## src/rtl/signal_delay.sv

```systemverilog
// Programmable delay line: o follows i after min(dly, DEPTH) enabled clock edges.
// primed reports that the selected tap holds real input history, not reset fill.
module signal_delay #(
  parameter  int WIDTH = 1,
  parameter  int DEPTH = 4,
  localparam int SELW  = $clog2(DEPTH + 1)
) (
  input  logic             clk,
  input  logic             rst,
  input  logic             en,
  input  logic [SELW-1:0]  dly,
  input  logic [WIDTH-1:0] i,
  output logic [WIDTH-1:0] o,
  output logic             primed
);

  localparam logic [SELW-1:0] DMAX = SELW'(DEPTH);

  logic [WIDTH-1:0] s [1:DEPTH];
  logic [SELW-1:0]  fc;
  logic [SELW-1:0]  d;

  always_ff @(posedge clk) begin
    if (rst) begin
      for (int k = 1; k <= DEPTH; k++) s[k] <= '0;
      fc <= '0;
    end else if (en) begin
      s[1] <= i;
      for (int k = 2; k <= DEPTH; k++) s[k] <= s[k-1];
      if (fc != DMAX) fc <= fc + SELW'(1);
    end
  end

  // Out-of-range selects clamp to the deepest stage.
  assign d = (dly > DMAX) ? DMAX : dly;

  always_comb begin
    o = i;
    for (int k = 1; k <= DEPTH; k++) begin
      if (d == SELW'(k)) o = s[k];
    end
  end

  assign primed = (fc >= d);

endmodule

```

## config.mk

```make
export PLATFORM = sky130hd
export DESIGN_NAME = signal_delay
export DESIGN_NICKNAME = d
export VERILOG_FILES = /design/src/rtl/signal_delay.sv
export SDC_FILE = /design/constraint.sdc
export NUM_CORES = 1
export LEC_CHECK = 0
export ABC_AREA = 1
export CAP_MARGIN = 20
export CORE_AREA = 2 2 39 41
export CTS_CLUSTER_SIZE = 10
export DETAILED_ROUTE_END_ITERATION = 16
export DIE_AREA = 0 0 41 43
export PLACE_DENSITY = 0.6
export SLEW_MARGIN = 20
export SYNTH_ARGS = -nofsm -noshare
export SYNTH_HDL_FRONTEND = slang
export SYNTH_SLANG_ARGS = --single-unit
export TNS_END_PERCENT = 1
```

## constraint.sdc

```tcl
create_clock -name clk -period 1.75 [get_ports clk]
set_clock_uncertainty 0.15 [all_clocks]
set_input_delay 0.35 -clock clk [delete_from_list [all_inputs] [get_ports clk]]
set_output_delay 0.35 -clock clk [all_outputs]
set_load 0.05 [all_outputs]
```

==> results.toml <==
[status]
status = "finished, violations left"
violations = "negative setup slack"

[critical_path]
worstSetupEndpointType = "register"
cp_data_required_time_ns = 1.72
crit_arrival_ns = 1.78
crit_chain = "clkinvlp_4 > buf_4 > buf_4 > buf_4 > buf_4 > buf_4 > buf_4 > buf_4 > buf_4 > nor2_1"
path_class = "reg2reg"
critPathMostFrequentCell = "buf_4"
path_max_fanout = 2
reg2reg_depth = 10
startpoint_type = "register"
max_stage_delay_ns = 0.37
critPathSlowestCell = "edfxtp_1"

[yosys]
ys_ff_latch = 7
synth_edf_count = 4
syn_nets = 68
synth_top_area_share_pct = 27.8
synth.largest_area_cell = "edfxtp_1"
synth_cell_types = 14
yosys-top-cells-area = "edfxtp_1, dfxtp_1, nand2_1"
syn_area_um2 = 432
synth-seq-area-share_pct = 41.7
synthFlopType = "edfxtp_1"
async_reset_ff_share_pct = 0
postSynthAreaPerCell_um2 = 7.44
synth.most_common_cell = "nand2_1"
synth_common_cells = "nand2_1, inv_1, inv_2, nor2_1"
netlist_instances = 58
yosysWarningCount = 0

[cts]
cts_tree = "yes"
ctsHoldBuffers = 0
clk_pin_slew_worst_paths_ns = 0.05
clockRootBuffer = "clkbuf_4"
htree_levels = 1
numCtsBuffers = 3
clockBufferDepth = 2
insertion_delay_ns = 0.25
cts_sinks = 7

[cells_and_area]
drive_above_1_share_pct = 42.0
fin_cells = 97
syn_to_final_growth_pct = 58.3
multi_input_area_um2 = 216
postLayoutCoreUtil_pct = 49.4
layout.nets = 92
stdcell_area_um2 = 683
fill_cells = 138
regArea_um2 = 181
n_antenna_cell = 0

[power_and_ir_drop]
leakagePower_nw = 0.325
ir_drop_mv = 0.384
powerDensity_nw_per_um2 = 711
total_power_mw = 0.486

[placement]
port_buffers = 8
dpl.hpwl_um = 591
dp_cells = 84
gp_congestion = 0.696
placed_cell_area_um2 = 567

[die]
io_pins = 9
row_count = 14
start_util_pct = 31.2
die_w_um = 41
coreArea_um2 = 1380
chipHeight_um = 43
die-area_um2 = 1760

[detailed_routing]
antenna_left = 0
drcViolationCount = 0
vias = 415
drt_iter0_drc = 4
routed_via_density = 4.28
drt_wl_total_um = 913
wire_per_inst_um = 9.41
drtPass1Iterations = 2

[sta]
setup_viol = 2
fmax_mhz = 552
finalCritPeriodShare_pct = 103
worstMarginPinSlew_ns = 0.183
tns_ns = -0.0813
hold_viol = 0
slew_headroom_pct = 87.7
rsz0062_at_grt = "yes"
setup_slack_ns = -0.0605
period_needed_ns = 1.81
slew_viol_final = 0

[global_route]
grt_pass1_vias = 399
grt.overflow.total = 0
grt_max_degree = 6
grt_pass1_wl_um = 1540
antenna_found_initial = 0
grt_usage_pct = 13.9

[min_path]
whs_path_depth = 2
hold_class = "reg2reg"

[job]
maxCapViolations = 0
-- state kept, by name, summed over array words and instances (netlist names) --
register / count
fc: 3
s: 4
-- what timing repair did --
item                       in CTS  in global routing
resized for setup              17                  2
setup endpoints to repair       2                  2
setup buffers                   8                  1
pin swaps                       7                  6
-- per-stage QoR --
step                      setup WS, ns  hold WS [ns]
after global routing            -0.145         0.382
after global placement          -0.309         0.352
after detailed placement        -0.306         0.361
after floorplan                  0.154         0.312
after CTS                      0.00515         0.352
final                          -0.0605         0.349
-- layer usage --
layer / vias up / track usage (%) / share of wire (%) / routed length [um]
li1: 226 / - / - / -
met1: 176 / 14.6 / 42 / 381
met2: 11 / 21.6 / 51 / 462
met3: 2 / 4.71 / 6.4 / 58
met4: 0 / 10.0 / 1.2 / 11
met5: - / 0 / 0 / 0
-- critical path: cells and delay by family (launching register included) --
| kind | cells | cell delay, ns |
|---|---|---|
| buf+inv | 9 | 1.08 |
| flops | 1 | 0.37 |
| simple gates | 1 | 0.07 |
-- placed cells by master, fill, tap and decap left out, types with 3 or more instances in the layout --
master / count
nand2_1: 12
nand2_2: 4
a21oi_1: 3
nand3_1: 3
nor2_1: 6
ha_1: 3
o21ai_1: 3
buf_4: 10
inv_2: 6
clkbuf_4: 3
edfxtp_1: 4
inv_1: 7
-- logic make-up after synthesis --
family | count (synthesis) | synth area share [%]
buffers and inverters | 14 | 12.5
DFF | 7 | 41.7
AOI/OAI and AO/OA | 9 | 13.9
adders and majority gates | 3 | 8.70
and+or+nand+nor | 25 | 23.2
-- path summary, 6_finish.rpt --
| path | slack [ns] | endpoint | start |
|---|---|---|---|
| max | -0.06 | s[0][4]$_DFFE_PP_ | s[0][3]$_DFFE_PP_ |
| min | 0.35 | fc[2]$_SDFFE_PP0P_ | fc[2]$_SDFFE_PP0P_ |
| max reg2reg | -0.06 | s[0][4]$_DFFE_PP_ | s[0][3]$_DFFE_PP_ |
| min reg2reg | 0.35 | fc[2]$_SDFFE_PP0P_ | fc[2]$_SDFFE_PP0P_ |
-- cell type report --
cell class              instances  area share, %
inverters                      14           8.24
repair buffers                 19           26.7
multi-input cells              37           31.7
well taps                      16           2.93
flip-flops and latches          7           26.6
clock buffers                   4           3.85
-- report_power, final --
part	switching (mW)	total, mW	internal (mW)	leakage [nW]
logic	0.0721	0.142	0.0696	0.241
clock network	0.0631	0.150	0.0872	0.0150
registers	0.00782	0.194	0.186	0.0694
(Power assumes the default switching activity.)
==> edit 1: new RTL, same settings <==
Set the parameter `DEPTH` to 2 (it was 4).
--- a/src/rtl/signal_delay.sv
+++ b/src/rtl/signal_delay.sv
@@ -2,7 +2,7 @@
 // primed reports that the selected tap holds real input history, not reset fill.
 module signal_delay #(
   parameter  int WIDTH = 1,
-  parameter  int DEPTH = 4,
+  parameter  int DEPTH = 2,
   localparam int SELW  = $clog2(DEPTH + 1)
 ) (
   input  logic             clk,
Interface: changed (resized dly); port bits go from 9 to 8. The function was not compared with the original's and may differ.
==> edit 1 against the unedited design <==
Sequential cell count shrank 3. Register-to-register slack gained 590 ps. Setup slack gained 120 ps. Routed wire length shrank 43%. Clock power shrank 11%. Sequential power shrank 42%. Power shrank 27%. Design area shrank 38%. Area after synthesis shrank 41%. Critical path type is now input pin to output pin. Largest cell class unchanged.
==> edit 1: results (changes against the unedited design) <==
Status
  • Status: finished clean

Cells and area
  • Layout cells sized above 1: 0.353 (-0.0668)
  • Top flop regs: fc: 2 flops, s: 2 flops
  • # fillers: 160 (+16%)
  • Antenna Cells: 0 (unchanged)
  • # nets final: 61 (-34%)

Clock network
  • Clock Path Buffers: 2 (unchanged)
  • Cts bufs inserted: 3 (unchanged)
  • Worst skew pair latency: 240 ps
  • Reg clk slew, reported paths: roughly 40 ps
  • Root buffer cell: clkbuf_4
  • Level count of the clock H-tree: 1 (unchanged)

Critical path
  • R2R Path Start: fc[0]
  • Reg-to-Reg End: fc[0]
  • CP top delay family: buffers and inverters
  • R2R setup slack: 530 ps (+590 ps)
  • Worst path max stage delay: 450 ps (+80 ps)
  • Arr. time, crit path: 1190 ps (-590 ps)
  • CP max stage cell: clkdlybuf4s50_1
  • R2r worst-path depth: 7 (-3)
  • Max Fanout on Critical Path: 2 (unchanged)

Synth
  • Commonest cells post-synth: inv_1, nand2_1, ha_1, nand3_1, nor2_1
  • Yosys warns: 0 (unchanged)
  • Post-synthesis sequential area ratio: 0.390 (-0.0271)
  • Unique masters post-synth: 11 (-3)
  • Number of flops mapped to enable cells by yosys: 2 (-2)
  • Syn Nets: 45 (-34%)
  • Synth area leaders: edfxtp_1, dfxtp_1, ha_1
  • Ys async rst share: 0 (unchanged)

Hold path
  • Hold EP: fc[0]
  • Hold Path Cell Cnt: 2 (unchanged)
  • HP Start: fc[0]
  • Hold Path Class: flip-flop to flip-flop

Routing
  • First-pass DRT Iterations: 2 (unchanged)
  • Iteration-0 DRC Markers: 5 (+1)
  • Routed wire length per instance: 7.79 um (-17%)
  • Vias per inst: 3.81 (-11%)

Placement
  • Hpwl dp: 381 um (-36%)
  • I/O Buffers: 7 (-1)
  • Final GP Congestion: 0.714 (+2.5%)
  • DP Area: 369 sq um (-35%)
  • Pre-CTS setup slack: -365 ps (-58.9 ps)

GRT
  • Largest net degree at the start of global routing: 6 (unchanged)
  • Vias in the first global route: 186 (-53%)
  • Overall routing resource usage: 0.0686 (-0.0703)
  • Initial antenna violation count: 0 (unchanged)
  • First-pass GRT wire length: 703 um (-54%)

Power and ir drop
  • Psw: 0.112 mW (-22%)
  • Worst VDD drop: 0.000232 V (-40%)
  • Pleak: 0.208 nW (-36%)
  • Sequential power share: 0.317 (-0.082)
  • Clock network power: 0.133 mW (-11%)

Timing
  • Slew headroom: 0.874 (-0.00361)
  • # setup viols final: 0 (-2)
edit 1: worst register-to-register path, stage by stage (launching register included):
cell and delay [ps]:
dfxtp_2 330, inv_2 50, buf_4 120, ha_1 180, inv_1 100, nand3_1 70, nand2_1 60, nor2_1 30
edit 1: kinds of logic (layout without fill, tap and decap cells):
family	Yosys count	in the layout	synth area share
AOI/OAI and AO/OA	3	3	0.0585
DFF	4	4	0.390
adders and majority gates	3	3	0.146
buffers and inverters	10	25	0.146
and+or+nand+nor	16	16	0.259
edit 1: metal layers:
metal / up-vias / track usage / routed length, um
met5: - / 0 / 0
met4: 0 / 0.100 / 15
met3: 2 / 0.0314 / 30
met2: 9 / 0.0719 / 225
met1: 102 / 0.0784 / 251
li1: 142 / - / -
edit 1: worst max path at each step:
stage	startpoint	endpoint	slack, ps
5_1_grt	i	o	-10
2_1_floorplan	dly[0]	primed	120
3_3_place_gp	dly[0]	primed	-350
6_report	i	o	60
4_1_cts	dly[1]	primed	10
3_5_place_dp	dly[0]	primed	-370
edit 1: per-stage QoR:
step / util / hold slack, ps / instances / power, mW
3_3_place_gp: 0.267 / 345 / 61 / 0.209
2_1_floorplan: - / 324 / 36 / 0.170
3_5_place_dp: 0.267 / 352 / 61 / 0.212
4_1_cts: 0.293 / 340 / 66 / 0.355
6_report: 0.306 / 348 / 67 / 0.356
5_1_grt: 0.306 / 381 / 67 / 0.379
edit 1: cell type report:
cell class                 instances  share of cell area
timing repair buffer              11               0.240
sequential                         4               0.240
inverter                          10              0.0888
tap                               16              0.0473
multi-input combinational         22               0.322
clock buffer                       4              0.0621
edit 1: repair_timing:
action | in CTS | in global routing
buffers inserted | 1 | 1
gates resized for setup | 11 | 4
pin swaps | 4 | 3
endpoints found under the setup margin | 2 | 2
==> edit 2: new RTL, same settings <==
Made on the original files. Register the inputs `en`, `dly` and `i` before use. The logic sees them one clock later.
--- a/src/rtl/signal_delay.sv
+++ b/src/rtl/signal_delay.sv
@@ -16,6 +16,16 @@
 
   localparam logic [SELW-1:0] DMAX = SELW'(DEPTH);
 
+  logic en_q;
+  logic [SELW-1:0] dly_q;
+  logic [WIDTH-1:0] i_q;
+
+  always_ff @(posedge clk) begin
+    en_q  <= en;
+    dly_q <= dly;
+    i_q   <= i;
+  end
+
   logic [WIDTH-1:0] s [1:DEPTH];
   logic [SELW-1:0]  fc;
   logic [SELW-1:0]  d;
@@ -24,18 +34,18 @@
     if (rst) begin
       for (int k = 1; k <= DEPTH; k++) s[k] <= '0;
       fc <= '0;
-    end else if (en) begin
-      s[1] <= i;
+    end else if (en_q) begin
+      s[1] <= i_q;
       for (int k = 2; k <= DEPTH; k++) s[k] <= s[k-1];
       if (fc != DMAX) fc <= fc + SELW'(1);
     end
   end
 
   // Out-of-range selects clamp to the deepest stage.
-  assign d = (dly > DMAX) ? DMAX : dly;
+  assign d = (dly_q > DMAX) ? DMAX : dly_q;
 
   always_comb begin
-    o = i;
+    o = i_q;
     for (int k = 1; k <= DEPTH; k++) begin
       if (d == SELW'(k)) o = s[k];
     end
Check against the original RTL: not equivalent (Yosys sat finds a counterexample within 4 cycles, from zero or initial values and one cycle with rst high).
==> edit 2 against the unedited design <==
Sequential cell count increased by 5. Area after synthesis rose by 21%. Via count grew 3.1%. Highest routed layer unchanged. Worst hold slack better by 11 ps. Sequential power grew 63%. Final cell count down 5.2%. The flow still finishes with violations (setup timing). Count of clock-buffer cells in the layout decreased by 1. Synthesized cell count rose by 6.9%. Setup slack better by 38 ps. Utilization rose by 1.4 points. Routed wire length down 2.7%. Design area rose by 2.9%. Largest power group unchanged. Power increased by 23%.
==> edit 2: results (changes against the unedited design) <==
Critical path
  • R2r worst-path depth: 7 (-3)
  • Worst path max stage delay: 350 ps (-20 ps)
  • Crit path from: s[0][3]
  • Worst Setup EP: o
  • Reg-to-Reg End: fc[2]
  • Arr. time, crit path: 1270 ps (-510 ps)
  • CP top delay family: flip-flops
  • R2R Path Start: fc[0]

Placement
  • Placed cells: 86 (+2.4%)
  • Hpwl dp: 662 um (+12%)
  • Pre-CTS setup slack: 157 ps (+463 ps)
  • Final GP Congestion: 0.728 (+4.6%)
  • DP Area: 641 sq um (+13%)

Synth
  • Synth area leaders: dfxtp_1, edfxtp_1, nand2_1
  • Post-synthesis sequential area ratio: 0.538 (+0.121)
  • Syn Nets: 72 (+5.9%)
  • Top FF cell, synth: dfxtp_1
  • Mean Syn Cell Area: 8.40 sq um (+13%)
  • Unique masters post-synth: 15 (+1)
  • Commonest cells post-synth: nand2_1, dfxtp_1, inv_1

Power and ir drop
  • Sw frac: 0.263 (-0.0311)
  • Worst VDD drop: 0.000335 V (-13%)
  • Pleak: 0.317 nW (-2.4%)

Timing
  • Setup_tns: -41.4 ps (+39.9 ps)
  • Hold slack final: 360 ps (+11.0 ps)
  • # setup viols final: 2 (unchanged)
  • Slew headroom: 0.879 (+0.00159)
  • Final worst-path setup slack: -22.8 ps (+37.7 ps)

Cells and area
  • Top flop regs: s: 4 flops, dly_q: 3 flops, fc: 3 flops
  • Layout cells sized above 1: 0.289 (-0.130)

GRT
  • First-pass GRT wire length: 1.48 mm (-4.0%)
  • Largest net degree at the start of global routing: 8 (+2)

Routing
  • Vias per inst: 4.65 (+8.7%)
  • Routed wire length per instance: 9.65 um (+2.5%)
  • Via count: 428 (+3.1%)
  • Iteration-0 DRC Markers: 8 (+4)
  • First-pass DRT Iterations: 4 (+2)

Hold path
  • Hold Path Cell Cnt: 1 (-1)
  • Hold EP: dly_q[0]
  • Hold Path Class: input pin to flip-flop
  • HP Start: dly[0]

Status
  • Failing checks: setup timing
  • Status: complete, but fails checks

Clock network
  • Reg clk slew, reported paths: 70 ps (+20 ps)
  • Worst skew pair latency: 270 ps (+20 ps)
==> edit 2: cell count changes in the layout (fill, tap and decap cells not counted), moves of 2 or more <==
cell             before  now
buf_4                10    2
clkdlybuf4s50_1       2    6
inv_2                 6    3
dfxtp_2               1    3
clkdlybuf4s15_2       2    0
dfxtp_1               2    5
==> edit 2: cell type report <==
| cell class | instances | area, sq um |
|---|---|---|
| Tap cell | 16 | 20.0 |
| Clock buffer | 3 | 22.5 |
| Inverter | 12 | 46.3 |
| Sequential cell | 12 | 284 |
| Timing Repair Buffer | 10 | 115 |
| Fill cell | 148 | 681 |
| Clock inverter | 1 | 3.75 |
| Multi-Input combinational cell | 38 | 211 |
==> edit 2: cell families after synthesis <==
| group | synth area share |
|---|---|
| AND/OR/NAND/NOR | 0.216 |
| buffers and inverters | 0.0889 |
| flip-flops | 0.538 |
| AO/OA/AOI/OAI | 0.0841 |
| adder cells (fa/ha/maj) | 0.0721 |
==> edit 2: power groups by stage <==
stage / clock [mW] / combinational, mW / sequential, mW
after detailed placement: 0 / 0.103 / 0.322
after floorplan: 0 / 0.0594 / 0.319
after global routing: 0.196 / 0.123 / 0.319
after CTS: 0.180 / 0.110 / 0.316
after global placement: 0 / 0.101 / 0.322
final: 0.171 / 0.111 / 0.317
==> edit 2: timing repair <==
item	4_1_cts	5_1_grt
hold buffers	0	0
setup buffers	2	0
pin swaps	4	1
resized for setup	5	3
setup endpoints to repair	2	2
endpoints found under the hold margin	0	0
==> edit 2: routing by layer <==
metal,part of all wire,GRT usage,up-vias
met2,0.48,0.172,10
met5,0,0,-
met4,0.042,0.120,0
met3,0.037,0.0314,4
li1,-,-,223
met1,0.44,0.162,191
